File: config.mk
export PLATFORM = sky130hd
export DESIGN_NAME = uart_frame_parser
export DESIGN_NICKNAME = d
export VERILOG_FILES = /design/src/rtl/uart_frame_parser.sv
export SDC_FILE = /design/constraint.sdc
export NUM_CORES = 1
export LEC_CHECK = 0
export BUFFER_PORTS_ARGS = -buffer_cell sky130_fd_sc_hd__buf_2
export CAP_MARGIN = 20
export CORE_MARGIN = 8
export CORE_UTILIZATION = 46
export DETAILED_ROUTE_END_ITERATION = 6
export GPL_ROUTABILITY_DRIVEN = 0
export PLACE_DENSITY = 0.68
export SYNTH_ARGS = -nofsm -noshare
export SYNTH_HDL_FRONTEND = slang
export SYNTH_SLANG_ARGS = --single-unit
File: constraint.sdc
create_clock -name clk -period 2.7 [get_ports clk]
set_input_delay 0.54 -clock clk [delete_from_list [all_inputs] [get_ports clk]]
set_output_delay 0.54 -clock clk [all_outputs]
set_load 0.01 [all_outputs]
File: src/rtl/uart_frame_parser.sv
// -----------------------------------------------------------------------------
// uart_frame_parser
//   Hunts the uart_rx byte stream for HEADER, collects PAYLOAD_BYTES payload
//   bytes, checks an 8-bit additive checksum and splits the payload into
//   en / state_sel / NUM_FIELDS data fields.  A good frame is presented through
//   a valid/ready holding register.  Error pulses feed a saturating counter.
//
// Ports
//   clk, rst_n           clock, asynchronous active-low reset
//   rx_done, rx_byte     byte strobe and data from uart_rx
//   frame_ready          downstream accepts the held frame
//   frame_valid          held frame valid until accepted
//   en, state_sel        control bits of the held frame
//   data_flat            field i zero-extended at [FIELD_MAX*i +: FIELD_MAX]
//   cksum_err            one-cycle pulse, checksum mismatch
//   timeout_err          one-cycle pulse, inter-byte gap too long inside a frame
//   drop                 one-cycle pulse, good frame lost because slot was full
//   err_cnt              saturating count of the three error pulses
// -----------------------------------------------------------------------------
module uart_frame_parser #(
    parameter logic [7:0]              HEADER        = 8'hA5,
    parameter int                      PAYLOAD_BYTES = 6,
    parameter int                      NUM_FIELDS    = 5,
    parameter int                      FIELD_MAX     = 12,
    parameter logic [5*NUM_FIELDS-1:0] FIELD_WIDTHS  = {5'd12, 5'd7, 5'd6, 5'd8, 5'd8},
    parameter int                      TIMEOUT_CYC   = 50000
) (
    input  logic                            clk,
    input  logic                            rst_n,
    input  logic                            rx_done,
    input  logic [7:0]                      rx_byte,
    input  logic                            frame_ready,
    output logic                            frame_valid,
    output logic                            en,
    output logic [3:0]                      state_sel,
    output logic [NUM_FIELDS*FIELD_MAX-1:0] data_flat,
    output logic                            cksum_err,
    output logic                            timeout_err,
    output logic                            drop,
    output logic [7:0]                      err_cnt
);

    localparam int PW = 8 * PAYLOAD_BYTES;
    localparam int CW = (PAYLOAD_BYTES > 1) ? $clog2(PAYLOAD_BYTES) : 1;
    localparam int TW = $clog2(TIMEOUT_CYC + 1);

    function automatic int fw(input int i);
        return int'(FIELD_WIDTHS[5*i +: 5]);
    endfunction

    // Sum of widths of fields i..NUM_FIELDS-1, i.e. the LSB offset of field i-1.
    function automatic int fsum_from(input int i);
        int s;
        s = 0;
        for (int j = i; j < NUM_FIELDS; j++) s += fw(j);
        return s;
    endfunction

    localparam int S    = fsum_from(0);
    localparam int USED = S + 5;

    typedef enum logic [1:0] {IDLE, PAYLOAD, CHECK} state_t;

    state_t                            r_state, w_state_nxt;
    logic [PW-1:0]                     r_shift;
    logic [7:0]                        r_sum;
    logic [CW-1:0]                     r_cnt;
    logic [TW-1:0]                     r_to;
    logic                              r_valid, r_en;
    logic [3:0]                        r_state_sel;
    logic [NUM_FIELDS*FIELD_MAX-1:0]   r_data;
    logic                              r_cksum_err, r_timeout_err, r_drop;
    logic [7:0]                        r_err_cnt;

    logic                              w_good, w_bad, w_to_hit, w_drop;
    logic                              w_to_lim;
    logic [NUM_FIELDS*FIELD_MAX-1:0]   w_data;

    // Limit hit on this cycle unless a byte arrives, in which case the byte wins.
    assign w_to_lim = (r_to == TW'(TIMEOUT_CYC - 1));

    // ---------------- FSM ----------------
    always_ff @(posedge clk or negedge rst_n) begin
        if (!rst_n) r_state <= IDLE;
        else        r_state <= w_state_nxt;
    end

    always_comb begin
        w_state_nxt = r_state;
        w_good      = 1'b0;
        w_bad       = 1'b0;
        w_to_hit    = 1'b0;
        case (r_state)
            IDLE: begin
                if (rx_done && rx_byte == HEADER) w_state_nxt = PAYLOAD;
            end
            PAYLOAD: begin
                if (rx_done) begin
                    if (r_cnt == CW'(PAYLOAD_BYTES - 1)) w_state_nxt = CHECK;
                end else if (w_to_lim) begin
                    w_to_hit    = 1'b1;
                    w_state_nxt = IDLE;
                end
            end
            CHECK: begin
                if (rx_done) begin
                    w_state_nxt = IDLE;
                    if (rx_byte == r_sum) w_good = 1'b1;
                    else                  w_bad  = 1'b1;
                end else if (w_to_lim) begin
                    w_to_hit    = 1'b1;
                    w_state_nxt = IDLE;
                end
            end
            default: w_state_nxt = IDLE;
        endcase
    end

    // Good frame arriving while the slot is still owned downstream.
    assign w_drop = w_good && r_valid && !frame_ready;

    // ---------------- payload collection ----------------
    always_ff @(posedge clk or negedge rst_n) begin
        if (!rst_n) begin
            r_shift <= '0;
            r_sum   <= '0;
            r_cnt   <= '0;
            r_to    <= '0;
        end else begin
            if (r_state == IDLE && rx_done && rx_byte == HEADER) begin
                r_sum <= '0;
                r_cnt <= '0;
            end else if (r_state == PAYLOAD && rx_done) begin
                r_shift <= PW'({r_shift, rx_byte});
                r_sum   <= r_sum + rx_byte;
                r_cnt   <= r_cnt + 1'b1;
            end
            if (r_state == IDLE || rx_done || w_to_hit) r_to <= '0;
            else                                        r_to <= r_to + 1'b1;
        end
    end

    // ---------------- field split ----------------
    for (genvar gi = 0; gi < NUM_FIELDS; gi++) begin : g_field
        localparam int W   = fw(gi);
        localparam int OFF = fsum_from(gi + 1);
        assign w_data[FIELD_MAX*gi +: FIELD_MAX] = FIELD_MAX'(r_shift[OFF +: W]);
    end

    if (USED < PW) begin : g_unused
        logic w_unused_bits;
        assign w_unused_bits = ^r_shift[PW-1:USED];
    end

    // ---------------- output slot and errors ----------------
    always_ff @(posedge clk or negedge rst_n) begin
        if (!rst_n) begin
            r_valid       <= 1'b0;
            r_en          <= 1'b0;
            r_state_sel   <= '0;
            r_data        <= '0;
            r_cksum_err   <= 1'b0;
            r_timeout_err <= 1'b0;
            r_drop        <= 1'b0;
            r_err_cnt     <= '0;
        end else begin
            r_cksum_err   <= w_bad;
            r_timeout_err <= w_to_hit;
            r_drop        <= w_drop;
            if (w_good && !w_drop) begin
                // Empty slot, or old frame handed off this same cycle.
                r_valid     <= 1'b1;
                r_en        <= r_shift[S+4];
                r_state_sel <= r_shift[S+3:S];
                r_data      <= w_data;
            end else if (r_valid && frame_ready) begin
                r_valid <= 1'b0;
            end
            if ((w_bad || w_to_hit || w_drop) && r_err_cnt != 8'hFF)
                r_err_cnt <= r_err_cnt + 8'd1;
        end
    end

    assign frame_valid = r_valid;
    assign en          = r_en;
    assign state_sel   = r_state_sel;
    assign data_flat   = r_data;
    assign cksum_err   = r_cksum_err;
    assign timeout_err = r_timeout_err;
    assign drop        = r_drop;
    assign err_cnt     = r_err_cnt;

endmodule

**After elaboration in Yosys (flattened, before gate mapping)**

Index checks and enable logic that the tools add are counted.

- Mux-type cells: 22
- Reduce and logical (&&, ||, !) cells: 21
- Bitwise gates (word level): 1
- $add $sub $neg: 4
- Eq/ne operators: 9

Operator list:

| cell | count |
|---|---|
| adder 16 x 1 -> 16 bit (second input constant) | 1 |
| == test 16 bit (second input constant) | 1 |
| two-way mux 16 bit | 1 |
| two-way mux 8 bit | 2 |
| two-way mux 1 bit | 11 |
| two-way mux 2 bit | 5 |
| logical AND 1 bit | 9 |
| adder 8 x 1 -> 8 bit (second input constant) | 1 |
| adder 8 bit | 1 |
| == test 8 bit | 1 |
| == test 8 bit (second input constant) | 1 |
| != test 8 bit (second input constant) | 1 |
| two-way mux 3 bit | 2 |
| case mux 2 bit (3 select lines) | 1 |
| logical OR 1 bit | 4 |
| AND reduction 2 bit | 2 |
| nonzero test 2 bit | 2 |
| adder 3 x 1 -> 3 bit (second input constant) | 1 |
| == test 3 bit (second input constant) | 1 |
| != test 3 bit (second input constant) | 1 |
| == test 2 x 1 -> 1 bit (second input constant) | 1 |
| == test 2 bit (second input constant) | 1 |
| zero test 1 bit | 2 |
| zero test 2 bit | 1 |
| 3 further kinds | 3 |

- Logic and storage cells: 70
- Input port bits: 12
- Output and inout port bits: 77
- Register bits after elaboration: 133

**Depth between registers and ports, before layout**

Gate-level depths: netlist of the first run.

- Depth in word-level cells: 9
- Depth in mapped cells: 8
- Gate-level depth less buffers: 8

**Least setup slack after synthesis of the first run**

Ideal clock, no wire load.

- Path kind: input to register
- Start: input port rx_byte[5]
- End: register r_data[0] (netlist: data_flat[0])
- Buffers on the path: 2
- Data arrival time: 2445 ps
- Path slack: 127 ps
- Cell stages on the path: 7
- Path through: ha_1 or4_4 nor3_2 and3_1 buf_4 buf_4 mux2_1

- Word-level cells in the longest chain between the ends: 8

RTL lines:

| element | RTL line | RTL |
|---|---|---|
| from (decl) | 31 | `input logic [7:0] rx_byte,` |
| == test 8 bit (*) | 108 | `if (rx_byte == r_sum) w_good = 1'b1;` |
| two-way mux 1 bit (*) | 108 |  |
| two-way mux 1 bit (*) | 106 | `if (rx_done) begin` |
| two-way mux 1 bit (*) | 93 | `case (r_state)` |
| logical AND 1 bit (2 in a row) | 120 | `assign w_drop = w_good && r_valid && !frame_ready;` |
| zero test 1 bit | 170 | `if (w_good && !w_drop) begin` |
| logical AND 1 bit (*) | 170 |  |
| to (signal assigned) | 175 | `r_data <= w_data;` |
| to (decl) | 71 | `logic [NUM_FIELDS*FIELD_MAX-1:0] r_data;` |

Mark *: on every way between the ends. The rest lies on a longest branch, timed or not.
A chain may end at the register's enable or synchronous reset.

**Worst setup path after layout of the first run**

- Start: register r_sum[1]
- End: register r_data[27] (netlist: data_flat[27])

- Word-level cells in the longest chain between the ends: 8

RTL lines:

| element | RTL line | RTL |
|---|---|---|
| from (decl) | 66 | `logic [7:0] r_sum;` |
| from (signal assigned) | 135 | `r_sum <= r_sum + rx_byte;` |
| == test 8 bit (*) | 108 |  |
| two-way mux 1 bit (*) | 108 |  |
| two-way mux 1 bit (*) | 106 |  |
| two-way mux 1 bit (*) | 93 |  |
| logical AND 1 bit (2 in a row) | 120 |  |
| zero test 1 bit | 170 |  |
| logical AND 1 bit (*) | 170 |  |

Marked as above.

==> metrics, run 1 <==
1st-pass router iterations=5; CTS Buffer Depth=2; Area Growth Syn to Fin=20.2%; H-tree depth=4; DR vias/cell=between 5 and 6; Final #Nets=582; reg2reg start=r_sum[1]; Core Util, Final=0.567; die footprint=around 17,000 µm²; post-synth top area share=0.559; final hold viol count=0; ys flop type=dfrtp_1; cells after synthesis=between 400 and 500; Worst Setup End Kind=flop; num ports=between 80 and 90; fraction of registers with async set/reset=1.00; Worst R2R Setup Slack=roughly 0.34 ns; core area=between 10,000 and 15,000 µm²; All-Layer GR Usage=0.146; Root Buffer=clkbuf_16; CP startpoint kind=flop; leakage=approximately 3.7 nW; Max Clock Freq=424 MHz; Synth Area per Inst=~13 µm²; WL/cell=15.7 µm; vias=~3,700; register area share after synthesis=0.559; number of diodes=0; antenna violations before repair=0; largest cells by area after synthesis=dfrtp_1, mux2_2, mux2_1; PwrDens=between 800 and 900 nW/µm²; die height=between 100 and 150 µm; Mapped Area=~6000 µm²; DRC viols=0; fraction of layout cells with a size suffix above 1=0.307; Hold/Removal Path Class=input pin to asynchronous set/reset pin; worst-path fanout max=10; CTS clk-pin slew, worst paths=approximately 0.060 ns; hold_buf cts=0; first-pass GRT wire length=roughly 19,000 µm; design area=about 7200 µm²; row cnt=41; CTS tree=built; Placed Area=6520 µm²; layout filler cell count=between 1,000 and 1,500; Die X=about 130 µm; biggest area consumer among synthesized cells=dfrtp_1; RSZ-0062 raised after global routing=false; PortBufs=between 60 and 70; max-capacitance violation count=0; Slew @ Worst Pin=~0.58 ns; Worst R2R Path Depth=6; Skew-Pair Late Insertion Delay=0.41 ns; fin crit share=0.874; commonest non-fill, non-tap cell in the layout=dfrtp_1; Arrival @ worst endpoint=roughly 2.6 ns; Worst VDD drop=approximately 0.45 mV; gr ovfl total=0; Rel. slew slack=0.610; critical setup path kind=flop to flop; DR iter-0 viols=255; status=completed; number of flops mapped to enable cells by yosys=0; Cell variety after synth=between 50 and 60; Synthesis Warnings=0; CTS buffer count=17; min cycle time layout=~2.4 ns; clk sinks=between 100 and 150; WP data required=roughly 3 ns; sum of negative setup slack=0 ns; Initial Util=0.472; r2r endpoint=data_flat[27]; WL final=11,600 µm; largest net degree at the start of global routing=55; Clock Skews=a little over 0.009 ns; Setup Fix Bufs, Post-CTS=0; Synth Register Bits=133; most frequent cells in the layout=dfrtp_1, buf_2, mux2_2; vias in the first global route=3,842; setup violators final=0; Routed Antenna Nets=0; DP HPWL=between 8000 and 9000 µm; CTS resizes=0; Final Slew Violations=0
-- worst max path at each step --
stage,from,end,slack [ns]
3_3_place_gp,rx_byte[5],err_cnt[1],0.03
5_1_grt,r_sum[5],data_flat[27],0.20
3_5_place_dp,rx_byte[5],err_cnt[1],0.02
6_report,r_sum[1],data_flat[27],0.34
4_1_cts,r_sum[1],data_flat[27],0.31
2_1_floorplan,rx_byte[5],data_flat[0],0.13
-- area by class of cell --
cell class	instances	area, µm²	area share
well taps	172	215	0.0301
inverters	11	41.3	0.00577
clock buffers	21	470	0.0657
multi-input cells	306	2420	0.339
flip-flops and latches	133	3330	0.465
clock inverters	10	169	0.0236
repair buffers	85	509	0.0712
-- cells by family after synthesis --
family          share of synthesized area
xor+xnor                           0.0338
mux                                 0.178
simple gates                        0.107
fa+ha+maj                          0.0349
other cells                      0.000630
buf+inv                            0.0460
compound gates                     0.0406
flops                               0.559
-- per-stage QoR --
step	power, mW	std cells	hold slack, ns	setup WS, ns
3_3_place_gp	3.75	707	0.461	0.0336
5_1_grt	6.59	738	0.102	0.202
6_report	6.26	738	0.0722	0.339
2_1_floorplan	3.46	485	0.244	0.127
3_5_place_dp	3.82	707	0.472	0.0197
4_1_cts	6.31	738	0.0835	0.315
-- worst max-delay path, cell delays in order (launching register included) --
cell and delay (ns):
dfrtp_1 0.39, ha_1 0.30, or4_4 0.54, nor3_2 0.20, and3_2 0.25, buf_4 0.21, mux2_1 0.35
-- Yosys cell counts, types with 8 or more instances --
master and instances:
a21oi_1 10, buf_4 25, dfrtp_1 133, ha_1 15, inv_1 11, mux2_1 44
mux2_2 49, nand2_1 21, nand4_1 8, nor2_1 36, nor3_1 10, o21ai_0 10
xor2_1 18
-- report_power, final --
part / internal, mW / switching, mW / total [mW]
sequential: 2.36 / 0.285 / 2.64
clock: 1.62 / 0.836 / 2.46
combinational: 0.580 / 0.578 / 1.16
total: 4.56 / 1.70 / 6.26
-- routing by layer --
metal,track usage,share of wire,vias to the layer above
met2,0.237,0.48,87
met4,0.0594,0.013,0
met3,0.0355,0.051,13
met1,0.185,0.46,1850
li1,-,-,1781
met5,0,0,-
-- state kept, by name (all words and copies together), names as in the netlist, 2 cells and up --
name       cells
r_to          16
data_flat     41
r_state        2
err_cnt        8
r_cnt          3
r_sum          8
state_sel      4
r_shift       46
Note: power is estimated with default switching activity, not from simulation.
==> run 2, diff against run 1 <==
==> constraint.sdc (replaced) <==
create_clock -name clk -period 2.4 [get_ports clk]
set_input_delay 0.48 -clock clk [delete_from_list [all_inputs] [get_ports clk]]
set_output_delay 0.48 -clock clk [all_outputs]
set_load 0.01 [all_outputs]
==> run 2 against run 1 <==
  * Clock skew increased by 0.00050 ns
  * Sequential power is 13% higher
  * Clock-buffer cell count rose by 1
  * Cell area rose by 2.3%
  * Core utilization rose by 1.3 points
  * Routed wire length up 1.2%
  * Sequential share of layout area decreased by 1.1 points
  * Via count rose by 2.0%
  * Setup slack got worse by 0.32 ns
  * Global-route usage grew 0.14 points
  * Sequential cell count stayed put
  * Die area did not move
  * Critical endpoint is now err_cnt[1]
  * Largest power group unchanged
==> metrics, run 2 (synthesized netlist as in run 1, its figures left out) <==
DR iter-0 viols=174 (-32%); DR vias/cell=5.07 (+0.22%); Worst Setup End Kind=flop; met2 Use GR=0.232 (-0.00521); Initial Util=0.472 (unchanged); WL/cell=15.6 µm (-0.56%); met1 Usage GRT=0.184 (-0.000298); DRC viols=0 (unchanged); max-capacitance violation count=0 (unchanged); status=completed; CTS tree=built; Final Slew Violations=0 (unchanged); Hold/Removal Path Class=input pin to asynchronous set/reset pin; Sequential Power Share=0.430 (+0.008); Largest register FFs=46 (unchanged); hold_buf cts=0 (unchanged); leakage=3.75 nW (+2.4%); die footprint=16,800 µm² (unchanged); commonest non-fill, non-tap cell in the layout=dfrtp_1; min cycle time layout=2.38 ns (+0.0239 ns); fin worst setup slack=0.0154 ns (-0.324 ns); CTS buffer count=17 (unchanged); core area=12,600 µm² (unchanged); 1st-pass router iterations=4 (-1); Arrival @ worst endpoint=2.68 ns (+0.04 ns); area of the multi-input gates=2490 µm² (+2.7%); worst slack, placed=-0.240 ns (-0.259 ns); PortBufs=69 (unchanged); layout filler cell count=1,058 (+0.67%); most flop-heavy register=r_shift; Net Switching=1.90 mW (+12%); DP HPWL=8200 µm (+2.0%); Core Util, Final=0.580 (+0.0133); first-pass GRT wire length=19,400 µm (+0.94%); Placed Area=6640 µm² (+1.9%); Gate power share=0.204 (+0.019); grt met3 use=0.0432 (+0.00775); fin crit share=0.994 (+0.119); Sequential Area=3330 µm² (unchanged); vias in the first global route=3,863 (+0.55%); Max Clock Freq=419 MHz (-1.0%); most frequent cells in the layout=dfrtp_1, buf_2, mux2_2; number of diodes=0 (unchanged); Final #Nets=595 (+2.2%); Clock Skews=0.00977 ns (+0.000504 ns); Clk pwr share=0.366 (-0.027); WL final=11,700 µm (+1.2%); worst-path fanout max=5 (-5); All-Layer GR Usage=0.148 (+0.00145); Root Buffer=clkbuf_16; antenna violations before repair=0 (unchanged); clk sinks=133 (unchanged); setup violators final=0 (unchanged); Die X=130 µm (unchanged); row cnt=41 (unchanged); CTS clk-pin slew, worst paths=0.06 ns (about the same); CTS Buffer Depth=2 (unchanged); vias=3,805 (+2.0%); Worst VDD drop=0.345 mV (-23%); final hold viol count=0 (unchanged); num ports=89 (unchanged); die height=130 µm (unchanged); design area=7320 µm² (+2.3%); GRT busiest layer=met2; RSZ-0062 raised after global routing=true; CP startpoint kind=flop; critical setup path kind=flop to flop; Skew-Pair Late Insertion Delay=0.41 ns (about the same); PwrDens=948 nW/µm² (+8.4%); sum of negative setup slack=0 ns (unchanged); Pint=5.04 mW (+11%); Finished Layout Cells=751 (+1.8%); Switching Share=0.274 (+0.00251); largest net degree at the start of global routing=55 (unchanged); Placed Cells=718 (+1.6%); Rel. slew slack=0.506 (-0.104); WP data required=2.70 ns (-0.28 ns); Routed Antenna Nets=0 (unchanged); fraction of layout cells with a size suffix above 1=0.335 (+0.0276); total power draw=6.94 mW (+11%); gr ovfl total=0 (unchanged); final hold slack=0.0398 ns (-0.0324 ns); H-tree depth=4 (unchanged); Slew @ Worst Pin=0.735 ns (+0.155 ns); Area Growth Syn to Fin=23.1%
==> run 2: final cells by class <==
cell class                 count  share of cell area
sequential                   133               0.454
tap                          172              0.0294
multi-input combinational    306               0.340
clock buffer                  22              0.0675
inverter                      11             0.00564
timing repair buffer          98              0.0897
clock inverter                 9              0.0137
==> run 2: worst paths after layout <==
path | start | endpoint | slack [ns] | cells past startpoint
setup / recovery | r_sum[1] | err_cnt[1] | 0.02 | 7
hold / removal | rst_n | data_flat[18] | 0.04 | 1
setup reg to reg | r_sum[1] | err_cnt[1] | 0.02 | 7
hold reg to reg | data_flat[55] | data_flat[55] | 0.48 | 1
max in group asynchronous | rst_n | data_flat[57] | 1.70 | 2
min in group clk | rx_byte[7] | r_shift[7] | 0.44 | 3
==> run 2: repair_timing <==
action | in CTS | in global routing
gates resized for setup | 1 | 7
pin swaps | 1 | 4
setup endpoints to repair | 1 | 46
setup buffers | 0 | 1
gates cloned | 0 | 1
==> run 2: routing by layer <==
metal | share of wire | vias to the layer above | wire, µm
li1 | - | 1798 | -
met1 | 0.44 | 1894 | 5160
met2 | 0.49 | 92 | 5730
met3 | 0.052 | 21 | 607
met4 | 0.021 | 0 | 242
met5 | 0 | - | 0
==> run 2: power groups by stage <==
stage	Sequential [mW]	Clock (mW)	Combinational, mW
after floorplan	2.92	0	0.990
after global placement	2.97	0	1.31
after detailed placement	3.00	0	1.37
after CTS	2.97	2.59	1.38
after global routing	3.05	2.70	1.58
final	2.98	2.54	1.42
==> run 2: critical path, stage by stage (launching register included) <==
cell and delay (ns):
dfrtp_1 0.42, ha_4 0.23, or4_4 0.55, nor4b_4 0.31
a2bb2oi_2 0.22, buf_6 0.15, nor2_2 0.05, mux2_4 0.32
==> run 3, diff against run 2 <==
--- a/config.mk
+++ b/config.mk
@@ -5,13 +5,14 @@
 export SDC_FILE = /design/constraint.sdc
 export NUM_CORES = 1
 export LEC_CHECK = 0
+export ABC_AREA = 1
 export BUFFER_PORTS_ARGS = -buffer_cell sky130_fd_sc_hd__buf_2
 export CAP_MARGIN = 20
 export CORE_MARGIN = 8
 export CORE_UTILIZATION = 46
 export DETAILED_ROUTE_END_ITERATION = 6
 export GPL_ROUTABILITY_DRIVEN = 0
-export PLACE_DENSITY = 0.68
+export PLACE_DENSITY = 0.67
 export SYNTH_ARGS = -nofsm -noshare
 export SYNTH_HDL_FRONTEND = slang
 export SYNTH_SLANG_ARGS = --single-unit
==> run 3 against run 2 <==
  * Synthesized cell count is 47% higher
  * Sequential power grew 2%
  * Critical path depth up 1
  * Non-clock buffer count decreased by 22
  * Critical path type unchanged
  * Clock-buffer cell count down 3
  * Clock power grew 6%
  * Cell area decreased by 2.0%
  * Hold slack better by 0.045 ns
  * Clock skew fell by 0.00065 ns
  * Highest routed layer unchanged
  * Core utilization fell by 3.2 points
  * Global-route usage up 0.46 points
  * Combinational power rose by 25%
==> metrics, run 3 <==
cells after synthesis=685 (+47%); Worst R2R Path Depth=8 (+1); ys flop type=dfrtp_1; Skew-Pair Late Insertion Delay=0.41 ns (about the same); min cycle time layout=2.07 ns (-0.313 ns); fin crit share=0.863 (-0.130); Largest register FFs=46 (unchanged); number of diodes=0 (unchanged); row cnt=42 (+2.4%); Die X=131 µm (+1.1%); DRC viols=0 (unchanged); Routed Antenna Nets=0 (unchanged); core area=13,100 µm² (+3.7%); die height=131 µm (+1.1%); Worst Setup End Kind=flop; Finished Layout Cells=947 (+26%); vias in the first global route=4,670 (+21%); clk sinks=133 (unchanged); setup violators final=0 (unchanged); most flop-heavy register=r_shift; CTS tree=built; critical setup path kind=flop to flop; All-Layer GR Usage=0.152 (+0.00455); CP startpoint kind=flop; CTS clk-pin slew, worst paths=0.06 ns (about the same); Placed Cells=915 (+27%); largest cells by area after synthesis=dfrtp_1, nand2_1, inv_1; worst-path fanout max=92 (+87); Worst VDD drop=0.416 mV (+21%); 1st-pass router iterations=5 (+1); largest family of logic cells by synthesized area=simple AND/OR/NAND/NOR gates; WP data required=2.68 ns (-0.02 ns); biggest area consumer among synthesized cells=dfrtp_1; fraction of registers with async set/reset=1.00 (unchanged); Final Slew Violations=0 (unchanged); WL final=12,700 µm (+8.2%); CTS buffer count=17 (unchanged); Hold/Removal Path Class=input pin to asynchronous set/reset pin; fraction of layout cells with a size suffix above 1=0.165 (-0.170); leakage=3.68 nW (-1.9%); status=completed; CTS Buffer Depth=2 (unchanged); most frequent cells in the layout=nand2_1, dfrtp_1, inv_1; CP cell instances=ha_1, nor2_1, nand2_1, nor2_1, nand4_1, buf_12, nand2_1, o21ai_0; first-pass GRT wire length=21,900 µm (+13%); num ports=89 (unchanged); mux contribution to synthesized area=0 (-0.178); Max Clock Freq=483 MHz (+15%); largest net degree at the start of global routing=93 (+69%); Root Buffer=clkbuf_16; PwrDens=1050 nW/µm² (+10%); Setup Fix Bufs, Post-CTS=0 (unchanged); Synthesis Warnings=0 (unchanged); die footprint=17,200 µm² (+2.2%); number of flops mapped to enable cells by yosys=0 (unchanged); Area Growth Syn to Fin=17.7%; commonest non-fill, non-tap cell in the layout=nand2_1; Synth Area in Compound Gates=0.103 (+0.0626); Mapped Area=6100 µm² (+2.5%); slowest cell on the critical path=dfrtp_1; CP max stage delay=0.38 ns (-0.17 ns); post-synth top area share=0.546 (-0.0134); WL/cell=13.4 µm (-14%); Initial Util=0.466 (-0.00559); sum of negative setup slack=0 ns (unchanged); H-tree depth=4 (unchanged); Cell variety after synth=32 (-41%); DR vias/cell=4.80 (-5.3%); vias=4,542 (+19%); count leader, synth=nand2_1; CTS resizes=0 (-1); Post-synth top cells=nand2_1, dfrtp_1, inv_1, o21ai_0, nor2_1; Final #Nets=786 (+32%); Synth Register Bits=133 (unchanged); DP HPWL=9090 µm (+11%); Synth Area per Inst=8.90 µm² (-30%); antenna violations before repair=0 (unchanged); Clock Skews=0.00912 ns (-0.000650 ns); hold_buf cts=0 (unchanged); gr ovfl total=0 (unchanged); post-synthesis simple-gate area fraction=0.180 (+0.0731); final hold viol count=0 (unchanged); max-capacitance violation count=0 (unchanged); Synth Area in Adders=0.0341 (-0.000838); RSZ-0062 raised after global routing=false; Arrival @ worst endpoint=2.35 ns (-0.33 ns); PortBufs=69 (unchanged); DR iter-0 viols=258 (+48%); Synth Area in XOR/XNOR=0.0287 (-0.00512); register area share after synthesis=0.546 (-0.0134)
==> run 3: cell families (layout without fill, tap and decap cells) <==
group	Yosys count	count (layout)
and+or+nand+nor	260	260
AOI/OAI and AO/OA	119	119
xor gates and xnor gates	20	20
adders and majority gates	16	16
other	1	19
DFF	133	133
buffers and inverters	136	204
==> run 3: routing by layer <==
layer | track usage | share of wire | up-vias | wire length, µm
met5 | 0 | 0 | - | 0
met4 | 0.0491 | 0.0083 | 0 | 105
met2 | 0.255 | 0.50 | 101 | 6310
met3 | 0.0534 | 0.050 | 10 | 641
li1 | - | - | 2283 | -
met1 | 0.179 | 0.44 | 2148 | 5650
==> run 3: worst max-delay path, delay by kind of cell (launching register included) <==
kind | cells | cell delay (ns)
adder cells (fa/ha/maj) | 1 | 0.35
AO/OA/AOI/OAI | 1 | 0.09
flip-flops | 1 | 0.38
buffers and inverters | 1 | 0.30
AND/OR/NAND/NOR | 5 | 0.80
==> run 3: power breakdown <==
group | switching (mW) | internal, mW
registers | 0.302 | 2.75
clock network | 0.991 | 1.70
logic | 1.12 | 0.654
==> run 3: worst paths after layout <==
check | start | to | slack (ns)
min in group clk | rx_byte[3] | r_shift[3] | 0.33
max in group asynchronous | rst_n | r_shift[35] | 2.01
min | rst_n | r_shift[20] | 0.09
max reg2reg | r_sum[5] | data_flat[2] | 0.33
max | r_sum[5] | data_flat[2] | 0.33
min reg2reg | data_flat[6] | data_flat[6] | 0.48
==> run 3: layout make-up <==
| cell class | count | area, µm² |
|---|---|---|
| Clock inverter | 13 | 171 |
| Inverter | 96 | 360 |
| Sequential cell | 133 | 3330 |
| Tap cell | 176 | 220 |
| Clock buffer | 19 | 453 |
| Timing Repair Buffer | 76 | 463 |
| Multi-Input combinational cell | 434 | 2180 |
| Fill cell | 1165 | 5910 |
==> run 3: through the flow <==
stage          setup slack (ns)  utilization  hold WS, ns  power (mW)  cell area (µm²)
2_1_floorplan             0.582            -        0.184        4.37             6170
3_3_place_gp              0.184        0.501        0.462        4.79             6560
3_5_place_dp              0.132        0.501        0.473        4.87             6560
4_1_cts                   0.359        0.549       0.0957        7.59             7180
5_1_grt                   0.162        0.549        0.108        8.04             7180
6_report                  0.328        0.549       0.0852        7.51             7180
